$ cat config.mk
export PLATFORM = sky130hd
export DESIGN_NAME = led_scan
export DESIGN_NICKNAME = d
export VERILOG_FILES = /design/src/rtl/led_pkg.sv /design/src/rtl/led_blink.sv /design/src/rtl/led_scan.sv
export SDC_FILE = /design/constraint.sdc
export NUM_CORES = 1
export LEC_CHECK = 0
export ABC_CLOCK_PERIOD_IN_PS = 4300
export BUFFER_PORTS_ARGS = -buffer_cell sky130_fd_sc_hd__buf_2
export CORE_MARGIN = 2
export CORE_UTILIZATION = 53
export CTS_CLUSTER_SIZE = 14
export DETAILED_ROUTE_END_ITERATION = 10
export PLACE_DENSITY = 0.7
export SLEW_MARGIN = 20
export SYNTH_ARGS = -nofsm -noshare
export SYNTH_HDL_FRONTEND = slang
export SYNTH_SLANG_ARGS = --single-unit
$ cat constraint.sdc
create_clock -name sys_clk -period 4.3 [get_ports sys_clk]
set_input_delay 0.43 -clock sys_clk [delete_from_list [all_inputs] [get_ports sys_clk]]
set_output_delay 0.43 -clock sys_clk [all_outputs]
set_load 0.02 [all_outputs]
$ cat src/rtl/led_pkg.sv
// Shared types and helpers for the multiplexed LED driver.
package led_pkg;

  localparam int LED_DWELL_DEFAULT = 25_000_000;

  typedef enum logic [1:0] {
    LOAD = 2'd0,
    SHOW = 2'd1,
    GAP  = 2'd2
  } led_state_e;

  // Applies pin polarity; callers cast the result down to the bus width (max 32).
  function automatic logic [31:0] drive(input logic [31:0] val, input bit active_low);
    return active_low ? ~val : val;
  endfunction

endpackage

$ cat src/rtl/led_blink.sv
// Frame counter and blink phase; advances once per frame while blinking is enabled.
module led_blink #(
  parameter int BLINK_FRAMES = 8
) (
  input  logic sys_clk,
  input  logic rst_n,
  input  logic frame_start,
  input  logic blink_en,
  output logic blink_off
);

  localparam int FCW = (BLINK_FRAMES > 1) ? $clog2(BLINK_FRAMES) : 1;
  localparam logic [FCW-1:0] FCNT_LAST = FCW'(BLINK_FRAMES - 1);

  logic [FCW-1:0] fcnt_q, fcnt_d;
  logic           phase_off_q, phase_off_d;

  always_comb begin
    fcnt_d      = fcnt_q;
    phase_off_d = phase_off_q;
    if (!blink_en) begin
      fcnt_d      = '0;
      phase_off_d = 1'b0;
    end else if (frame_start) begin
      if (fcnt_q == FCNT_LAST) begin
        fcnt_d      = '0;
        phase_off_d = ~phase_off_q;
      end else begin
        fcnt_d = fcnt_q + FCW'(1);
      end
    end
  end

  always_ff @(posedge sys_clk or negedge rst_n) begin
    if (!rst_n) begin
      fcnt_q      <= '0;
      phase_off_q <= 1'b0;
    end else begin
      fcnt_q      <= fcnt_d;
      phase_off_q <= phase_off_d;
    end
  end

  assign blink_off = phase_off_q & blink_en;

endmodule

$ cat src/rtl/led_scan.sv
// Time-multiplexed LED scanner with frame-synchronous data update, blanking and blink.
//   state | meaning
//   LOAD  | one cycle per frame: shadow update, frame_start, outputs inactive
//   SHOW  | group grp_q driven for DWELL cycles
//   GAP   | BLANK dead cycles after each group, outputs inactive
module led_scan
  import led_pkg::*;
#(
  parameter int GROUPS       = 2,
  parameter int GW           = 4,
  parameter int DWELL        = LED_DWELL_DEFAULT,
  parameter int BLANK        = 0,
  parameter bit ACTIVE_LOW   = 1'b1,
  parameter int BLINK_FRAMES = 8
) (
  input  logic                 sys_clk,
  input  logic                 rst_n,
  input  logic [GROUPS*GW-1:0] data,
  input  logic                 data_vld,
  input  logic                 blink_en,
  output logic [GROUPS-1:0]    sel,
  output logic [GW-1:0]        led,
  output logic                 frame_start
);

  localparam int DW  = GROUPS * GW;
  localparam int CW  = $clog2(DWELL + BLANK + 1);
  localparam int GIW = (GROUPS > 1) ? $clog2(GROUPS) : 1;

  localparam logic [CW-1:0]     DWELL_LAST = CW'(DWELL - 1);
  localparam logic [CW-1:0]     GAP_LAST   = CW'((BLANK > 0) ? BLANK - 1 : 0);
  localparam logic [GIW-1:0]    GRP_LAST   = GIW'(GROUPS - 1);
  localparam logic [GROUPS-1:0] SEL_OFF    = GROUPS'(drive(32'd0, ACTIVE_LOW));
  localparam logic [GW-1:0]     LED_OFF    = GW'(drive(32'd0, ACTIVE_LOW));

  led_state_e        state_q, state_d;
  logic [GIW-1:0]    grp_q, grp_d;
  logic [CW-1:0]     cnt_q, cnt_d;
  logic [DW-1:0]     shadow_q, shadow_d;
  logic              pend_q, pend_d;
  logic [DW-1:0]     pend_data_q, pend_data_d;
  logic [GROUPS-1:0] sel_q, sel_d;
  logic [GW-1:0]     led_q, led_d;
  logic              fs_q, fs_d;
  logic              show_entry;
  logic              blink_off;

  always_comb begin
    state_d     = state_q;
    grp_d       = grp_q;
    cnt_d       = cnt_q;
    shadow_d    = shadow_q;
    pend_d      = pend_q;
    pend_data_d = pend_data_q;
    sel_d       = SEL_OFF;
    led_d       = LED_OFF;
    show_entry  = 1'b0;

    unique case (state_q)
      LOAD: begin
        if (pend_q) begin
          shadow_d = pend_data_q;
          pend_d   = 1'b0;
        end
        state_d    = SHOW;
        grp_d      = '0;
        cnt_d      = '0;
        show_entry = 1'b1;
      end
      SHOW: begin
        if (cnt_q == DWELL_LAST) begin
          cnt_d = '0;
          if (BLANK > 0) begin
            state_d = GAP;
          end else if (grp_q == GRP_LAST) begin
            state_d = LOAD;
          end else begin
            grp_d      = grp_q + GIW'(1);
            show_entry = 1'b1;
          end
        end else begin
          // Hold the pattern chosen at group entry so blink changes only land on boundaries.
          cnt_d = cnt_q + CW'(1);
          sel_d = sel_q;
          led_d = led_q;
        end
      end
      GAP: begin
        if (cnt_q == GAP_LAST) begin
          cnt_d = '0;
          if (grp_q == GRP_LAST) begin
            state_d = LOAD;
          end else begin
            state_d    = SHOW;
            grp_d      = grp_q + GIW'(1);
            show_entry = 1'b1;
          end
        end else begin
          cnt_d = cnt_q + CW'(1);
        end
      end
      default: state_d = LOAD;
    endcase

    // A strobe in the LOAD cycle lands in pend_data and waits for the next frame.
    if (data_vld) begin
      pend_d      = 1'b1;
      pend_data_d = data;
    end

    if (show_entry && !blink_off) begin
      sel_d = GROUPS'(drive(32'd1 << grp_d, ACTIVE_LOW));
      led_d = GW'(drive(32'(shadow_d[(GROUPS - 1 - int'(grp_d)) * GW +: GW]), ACTIVE_LOW));
    end
  end

  assign fs_d = (state_d == LOAD);

  led_blink #(
    .BLINK_FRAMES(BLINK_FRAMES)
  ) u_blink (
    .sys_clk    (sys_clk),
    .rst_n      (rst_n),
    .frame_start(fs_d),
    .blink_en   (blink_en),
    .blink_off  (blink_off)
  );

  always_ff @(posedge sys_clk or negedge rst_n) begin
    if (!rst_n) begin
      state_q     <= LOAD;
      grp_q       <= '0;
      cnt_q       <= '0;
      shadow_q    <= '0;
      pend_q      <= 1'b0;
      pend_data_q <= '0;
      sel_q       <= SEL_OFF;
      led_q       <= LED_OFF;
      fs_q        <= 1'b0;
    end else begin
      state_q     <= state_d;
      grp_q       <= grp_d;
      cnt_q       <= cnt_d;
      shadow_q    <= shadow_d;
      pend_q      <= pend_d;
      pend_data_q <= pend_data_d;
      sel_q       <= sel_d;
      led_q       <= led_d;
      fs_q        <= fs_d;
    end
  end

  assign sel         = sel_q;
  assign led         = led_q;
  assign frame_start = fs_q;

endmodule

# Yosys cells after proc, flatten, opt, wreduce, memory -nomap -nowiden
# Cells that the tools add are included.
# W data, S select, Z words.
# totals
regBits,56
input_bits,12
out_inout_bits,7
# classes
addsub,4
n_eq_ne,7
shifts,2
mux,32
bitwise,4
n_reduce_logical,8
# ops
operator,n
$pmux W25 S3,1
$mux W25,2
$add A25 B1 Y25 const B,1
$eq A25 B25 Y1 const B,1
$logic_not A25 Y1,1
$mux W8,2
$mux W1,12
$mux W2,6
$mux W4,3
$mux W3,3
$shiftx A8 B4 Y4,1
$pmux W1 S3,2
$pmux W2 S3,1
$logic_not A2 Y1,2
$ne A2 B1 Y1 const B,2
$not A4 Y4,1
$add A3 B1 Y3 const B,1
$eq A3 B3 Y1 const B,1
$ne A3 B3 Y1 const B,1
$reduce_bool A3 Y1,1
$eq A2 B1 Y1 const B,1
$eq A2 B2 Y1 const B,1
$not A2 Y2,1
$reduce_and A2 Y1,1
8 further kinds,8

# Depth between registers and ports, before layout
# Gate-level depths: netlist (run 1).
# depth
depth_word,8
mapped_depth,9
ltp_nobuf,8

# Modules after synthesis
# Synthesis (run 1) repeated with hierarchy kept, for this count alone.
# hier_totals
hier_cells,286
hier_area_um2,3000.4
# by_module_without_submodules
module,n_inst,cells_each,area_each_um2
led_scan,1,268,2785.2
led_blink,1,18,215.2

# Worst setup path before layout (run 1)
# OpenSTA, ideal clock, no wires.
# synth_path
path_kind,register to register
start,register cnt_q[0]
end,register u_blink.fcnt_q[0]
setup_time_ns,0.077
arrival_ns,2.066
slack_ns,2.156
stages_incl_launch_ff,9
path_cell_list,dfrtp_1 > inv_1 > ha_1 > nor4b_1 > a41oi_1 > a2111oi_2 > o221ai_2 > or3_1 > a21oi_1
# synth_via
elab_chain_cells,5
word_cells_on_any_way,7
cone_classes,eq/ne: 2; mux: 3; reduce/logical: 2
# synth_lines
element,line_no,source
from (decl),led_scan.sv:38,"logic [CW-1:0] cnt_q, cnt_d;"
from (signal assigned),led_scan.sv:143,cnt_q <= cnt_d;
$eq A25 B25 Y1 / $logic_not A25 Y1 (equally long branches),"led_scan.sv:71, led_scan.sv:89",
"$mux W2, on equally long branches","led_scan.sv:71, led_scan.sv:89",
$pmux W2 S3 *,led_scan.sv:59,unique case (state_q)
$logic_not A2 Y1 *,led_scan.sv:117,assign fs_d = (state_d == LOAD);
$ne A2 B1 Y1 (no source line) *,n/a,
to (signal assigned),led_blink.sv:39,fcnt_q <= fcnt_d;
to (decl),led_blink.sv:15,"logic [FCW-1:0] fcnt_q, fcnt_d;"
# Mark *: on every way between the ends. The rest lies on a longest branch, timed or not.
# A chain may end at the register's enable or synchronous reset.

# Final worst setup path (run 1)
# Ends and elaborated chain as after synthesis.

==> results.py, run 1 <==
metrics = {
    "sta": {
        "rsz0062_at_grt": "no",
        "max_slew_margin_pct": 53.3,
        "period_needed_ps": 2480,
        "setup_viol": 0,
        "finalClockSkew_ps": 9.53,
        "fin_crit_sh_pct": 57.6,
        "drv_slew": 0,
        "hold_viol_final": 0,
        "tns_ps": 0,
        "tightest_slew_ps": 701,
        "worst_slack_ps": 1820,
        "fmax_ghz": 0.404,
    },
    "pwr": {
        "vdd_drop_max_uv": 296,
        "p_per_area_nw_per_um2": 269,
        "combPwrFrac_pct": 4.0,
        "power_frac_clock_pct": 35.3,
        "p_sw_share_pct": 24.2,
        "seqPwrFrac_pct": 60.8,
        "p_int_uw": 679,
        "switchingPower_uw": 217,
        "leakage_nw": 1.47,
    },
    "worst_setup_path": {
        "reg2reg_slack_ps": 1820,
        "worstPathCellList": "inv_1 -> ha_1 -> nor4b_1 -> a41oi_1 -> a2111oi_2 -> o221ai_2 -> or3_1 -> a21oi_1",
        "path_delay_family": "compound AO/OA/AOI/OAI gates",
        "critPathBufInv": 1,
        "critPathLaunchType": "register",
        "worstSetupPathType": "register to register",
        "critPathArrivalTime_ps": 2730,
        "critical_path.max_fanout": 7,
        "crit_required_ps": 4560,
        "cp-end-kind": "register",
        "cpPeakStageDelay_ps": 450,
        "cp_slowest_cell": "a2111oi_2",
    },
    "logic_synthesis": {
        "yosys.area_share.simple_pct": 18.2,
        "avgSynthCellArea_sq_um": 10.2,
        "synth-compound-area-share_pct": 15.6,
        "synth-seq-area-share_pct": 45.9,
        "synth_xor_xnor_area_share_pct": 0,
        "synth_edf_count": 0,
        "synth_top_family_by_area": "simple AND/OR/NAND/NOR gates",
        "ys_async_sr_fraction_pct": 100,
        "synth_top_area_share_pct": 40.8,
        "synth_fa_ha_area_share_pct": 3.67,
        "yosys_warnings": 0,
        "synth_area_leaders": "dfrtp_1 41%, mux2_2 8.4%, dfstp_2 5.1%",
        "synth.cell_area_sq_um": 3070,
        "ys_ff_latch": 56,
        "ys_dominant_reg_cell": "dfrtp_1",
        "synth_cell_types": 49,
        "syn-instance-count": 301,
        "muxShareOfSynthArea_pct": 13.0,
        "synth_fp_nets": 322,
        "netlist.top_cell.by_area": "dfrtp_1",
    },
    "die": {
        "num_rows": 27,
        "die_x_um": 80.1,
        "die_height_um": 80.1,
        "start_util_pct": 55.4,
        "coreArea_sq_um": 5540,
        "die-area_sq_um": 6420,
        "ios": 19,
    },
    "grt": {
        "grt_max_degree": 57,
        "overflow": 0,
        "grt_pass1_vias": 2214,
        "grtUsageTotal_pct": 21.8,
        "antenna_found_initial": 0,
        "grt_pass1_wl_um": 11000,
    },
    "outcome": {
        "status": "finished clean",
    },
    "final_layout": {
        "multi_input_area_sq_um": 1550,
        "diodes": 0,
        "finalInstanceArea_sq_um": 3330,
        "final_nets": 339,
        "drive_above_1_share_pct": 22.9,
        "area_growth_pct": 8.64,
        "utilization_pct": 60.2,
        "seqCellArea_sq_um": 1410,
        "n_fill_cell": 483,
        "stdcell_count": 391,
    },
    "clocking": {
        "cts_setup_buffers": 0,
        "cts_root_buf": "clkbuf_8",
        "cts_tree": "done",
        "cts_max_level": 2,
        "cts.sinks": 56,
        "cts_resized": 0,
        "clockBufferDepth": 2,
        "ctsHoldBuffers": 0,
        "insertion_delay_ps": 320,
        "numCtsBuffers": 5,
        "clk_pin_slew_ps": 110,
    },
    "placed_design": {
        "dpl_cell_area_sq_um": 3240,
        "pre_cts_ws_ps": 1860,
        "place.port_buffers": 18,
        "gp_congestion": 0.878,
        "placed_cells": 383,
        "dp_hpwl_um": 4280,
    },
    "drt": {
        "routed-via-count": 2318,
        "drt-initial-drc-count": 143,
        "first_pass_iters": 5,
        "met2_length_um": 2860,
        "drcViolationCount": 0,
        "route.met3.wl_um": 222,
        "routed_wl_um": 6160,
        "met1_length_um": 3030,
        "routedWlPerCell_um": 15.8,
        "ant_nets": 0,
        "maxUsedRoutingLayer": "met4",
        "routed_via_density": 5.93,
    },
    "min_path": {
        "hold_class": "input port to async pin",
    },
    "run": {
        "drv_cap": 0,
    },
}
==> power groups by stage <==
| stage | Sequential [mW] | Clock [mW] | Combinational (mW) |
|---|---|---|---|
| CTS | 0.544 | 0.327 | 0.0368 |
| finish | 0.544 | 0.316 | 0.0356 |
| detailed placement | 0.554 | 0 | 0.0368 |
| floorplan | 0.555 | 0 | 0.0150 |
| global placement | 0.554 | 0 | 0.0359 |
| global route | 0.546 | 0.348 | 0.0409 |
==> cell families (layout without fill, tap and decap cells) <==
logic type / Yosys count / after routing
simple gates: 100 / 100
fa+ha+maj: 9 / 9
buf+inv: 28 / 46
compound gates: 71 / 71
mux: 37 / 37
flops: 56 / 56
==> metrics by stage <==
| step | power (mW) | hold WS (ps) |
|---|---|---|
| finish | 0.895 | 225 |
| global route | 0.935 | 282 |
| CTS | 0.908 | 247 |
| detailed placement | 0.591 | 467 |
| global placement | 0.590 | 459 |
| floorplan | 0.570 | 134 |
==> layout by cell type, fill, tap and decap left out, types with 3 or more instances in the layout <==
cell type,n
dfrtp_1,50
nand2_1,25
mux2_2,23
a21oi_1,20
o21ai_0,20
buf_2,18
nand3_1,17
nor2_1,15
inv_1,14
mux2i_1,13
nand4_1,9
ha_1,9
and3_1,7
a211oi_1,7
dfstp_2,6
and4_1,5
clkbuf_8,5
buf_4,5
and2_1,4
nor4_1,4
a22o_1,3
==> flip-flops by register name, indices dropped and copies added (netlist names) <==
signal / count
grp_q: 1
u_blink.phase_off_q: 1
pend_q: 1
sel: 2
u_blink.fcnt_q: 3
cnt_q: 25
shadow_q: 8
state_q: 2
frame_start: 1
led: 4
pend_data_q: 8
==> Yosys cell counts, types with 8 or more instances <==
cell type / count
inv_1: 14
nand2_1: 25
mux2_2: 23
nor2_1: 15
o21ai_0: 20
nand4_1: 9
dfrtp_1: 50
a21oi_1: 20
nand3_1: 17
ha_1: 9
a211oi_1: 8
mux2i_1: 13
==> per-layer routing <==
metal / GRT usage [%] / vias to the layer above
met2: 33.2 / 47
met3: 4.16 / 4
met4: 5.93 / 0
met1: 32.1 / 1121
li1: - / 1146
met5: 0 / -
==> path summary, 6_finish.rpt <==
kind                                            from                       endpoint  depth (start not counted)
min in group sys_clk                         data[4]     pend_data_q[4]$_DFFE_PN0P_                          2
worst max register to register  cnt_q[0]$_DFFE_PN0P_  u_blink.fcnt_q[0]$_DFFE_PN0P_                          8
worst min-delay path                           rst_n          shadow_q[5]$_DFF_PN0_                          2
max in group asynchronous                      rst_n          cnt_q[12]$_DFFE_PN0P_                          2
worst max-delay path            cnt_q[0]$_DFFE_PN0P_  u_blink.fcnt_q[0]$_DFFE_PN0P_                          8
worst min register to register    pend_q$_DFFE_PN0P_             pend_q$_DFFE_PN0P_                          1
==> cell type report <==
cell class	instances	share of cell area, %
repair buffers	23	3.83
inverters	15	1.69
well taps	72	2.70
multi-input cells	217	46.6
clock inverters	3	0.863
clock buffers	5	2.06
flip-flops and latches	56	42.3
(Power assumes the default switching activity.)
==> run 2: changes to the inputs <==
Settings changed: ABC_CLOCK_PERIOD_IN_PS 4300 to 2540.
Clock period 4.3 ns to 2.54 ns, I/O delays scaled along.
==> results.py, run 2 (synthesis gave the netlist of run 1 again) <==
metrics = {
    "grt": {
        "grt_max_degree": 57,
        "grt_pass1_wl_um": 11400,
        "grtUsageTotal_pct": 22.6,
        "grt_pass1_vias": 2379,
        "overflow": 0,
        "antenna_found_initial": 0,
    },
    "worst_setup_path": {
        "critPathCapture": "cnt_q[23]$_DFFE_PN0P_",
        "timing.rr.end": "cnt_q[23]$_DFFE_PN0P_",
        "rr_startpoint": "cnt_q[23]$_DFFE_PN0P_",
        "critPathLaunchType": "register",
        "crit_start": "cnt_q[23]$_DFFE_PN0P_",
        "crit_required_ps": 2750,
        "cp-end-kind": "register",
        "worstSetupPathType": "register to register",
        "worst_r2r_path_depth": 8,
        "critical_path.max_fanout": 16,
        "reg2reg_slack_ps": 170,
        "critPathArrivalTime_ps": 2580,
    },
    "sta": {
        "tightest_slew_ps": 707,
        "max_slew_margin_pct": 52.8,
        "fmax_ghz": 0.422,
        "worst_slack_ps": 171,
        "setup_viol": 0,
        "tns_ps": 0,
        "fin_crit_sh_pct": 93.3,
        "finalClockSkew_ps": 12.2,
        "hold_viol_final": 0,
        "period_needed_ps": 2370,
        "drv_slew": 0,
    },
    "drt": {
        "maxUsedRoutingLayer": "met4",
        "met2_length_um": 3120,
        "drt-initial-drc-count": 158,
        "met1_length_um": 3140,
        "ant_nets": 0,
        "drcViolationCount": 0,
        "routedWlPerCell_um": 16.1,
        "first_pass_iters": 4,
        "route.met3.wl_um": 244,
        "routed_via_density": 6.00,
        "routed_wl_um": 6570,
        "routed-via-count": 2444,
    },
    "pwr": {
        "switchingPower_uw": 375,
        "p_sw_share_pct": 24.6,
        "p_per_area_nw_per_um2": 437,
        "power_frac_clock_pct": 35.6,
        "vdd_drop_max_uv": 365,
        "p_int_mw": 1.15,
        "seqPwrFrac_pct": 60.5,
        "leakage_nw": 1.57,
        "combPwrFrac_pct": 4.0,
    },
    "die": {
        "coreArea_sq_um": 5540,
        "die_x_um": 80.1,
        "die_height_um": 80.1,
        "die-area_sq_um": 6420,
        "start_util_pct": 55.4,
        "ios": 19,
        "num_rows": 27,
    },
    "final_layout": {
        "final_nets": 355,
        "top_regs": "cnt_q: 25 flops, pend_data_q: 8 flops, shadow_q: 8 flops",
        "final_common_cell": "dfrtp_1",
        "largest-register": "cnt_q",
        "n_fill_cell": 490,
        "multi_input_area_sq_um": 1580,
        "diodes": 0,
        "area_growth_pct": 13.5,
        "largest_reg_flops": 25,
        "drive_above_1_share_pct": 27.2,
        "layout_common_cells": "50 x dfrtp_1, 25 x nand2_1, 23 x mux2_2",
        "seqCellArea_sq_um": 1410,
        "stdcell_count": 407,
    },
    "placed_design": {
        "pre_cts_ws_ps": 77.1,
        "dp_hpwl_um": 4540,
        "place.port_buffers": 18,
        "placed_cells": 399,
        "gp_congestion": 0.815,
    },
    "clocking": {
        "cts.sinks": 56,
        "cts_tree": "done",
        "clockBufferDepth": 2,
        "clk_pin_slew_ps": 120,
        "cts_max_level": 2,
        "numCtsBuffers": 5,
        "insertion_delay_ps": 330,
        "ctsHoldBuffers": 0,
        "cts_root_buf": "clkbuf_8",
    },
    "min_path": {
        "hold_class": "input port to async pin",
    },
    "outcome": {
        "status": "finished clean",
    },
    "run": {
        "drv_cap": 0,
    },
}
[run 2: power groups by stage]
stage | Clock (mW) | Sequential (mW) | Combinational, mW
global placement | 0 | 0.938 | 0.0603
floorplan | 0 | 0.940 | 0.0254
CTS | 0.554 | 0.922 | 0.0628
global route | 0.577 | 0.924 | 0.0684
finish | 0.542 | 0.921 | 0.0605
detailed placement | 0 | 0.939 | 0.0628
[run 2: per-stage QoR]
step                area, sq um  hold WS [ps]  utilization, %  total power, mW
floorplan                  3070         -41.6               -            0.965
detailed placement         3360           440            60.6             1.00
finish                     3480          39.6            62.9             1.52
CTS                        3450          73.1            62.4             1.54
global placement           3360           433            60.6            0.998
global route               3480           107            62.9             1.57
[run 2: metal layers]
layer | track usage, % | vias up
met3 | 4.38 | 7
met1 | 32.0 | 1215
met5 | 0 | -
met4 | 5.76 | 0
li1 | - | 1182
met2 | 36.0 | 40
[run 2: worst min-delay path by stage]
stage | start | to | slack, ps | depth (start not counted)
2_1_floorplan | rst_n | cnt_q[0]$_DFFE_PN0P_ | -40 | 0
3_3_place_gp | rst_n | pend_data_q[3]$_DFFE_PN0P_ | 430 | 2
3_5_place_dp | rst_n | pend_data_q[3]$_DFFE_PN0P_ | 440 | 2
4_1_cts | rst_n | pend_data_q[3]$_DFFE_PN0P_ | 70 | 2
5_1_grt | rst_n | shadow_q[3]$_DFF_PN0_ | 110 | 2
6_report | rst_n | pend_data_q[3]$_DFFE_PN0P_ | 40 | 2
[run 2: cell type report]
type                       instances  area share, %
sequential                        56           40.4
clock buffer                       5           1.97
multi-input combinational        217           45.5
clock inverter                     3          0.826
inverter                          15           1.62
timing repair buffer              39           7.11
tap                               72           2.59
[run 2: repair_timing]
action / 4_1_cts / 5_1_grt
endpoints found under the setup margin: 0 / 21
buffers inserted: 0 / 0
gates resized for setup: 0 / 4
[run 2: critical path, stage by stage (launching register included)]
cell and delay (ps):
dfrtp_1 470, nor4_4 410, nand2_2 210, o31ai_4 340, buf_4 260, a21oi_1 110, buf_4 210, a21oi_1 150
mux2i_1 90
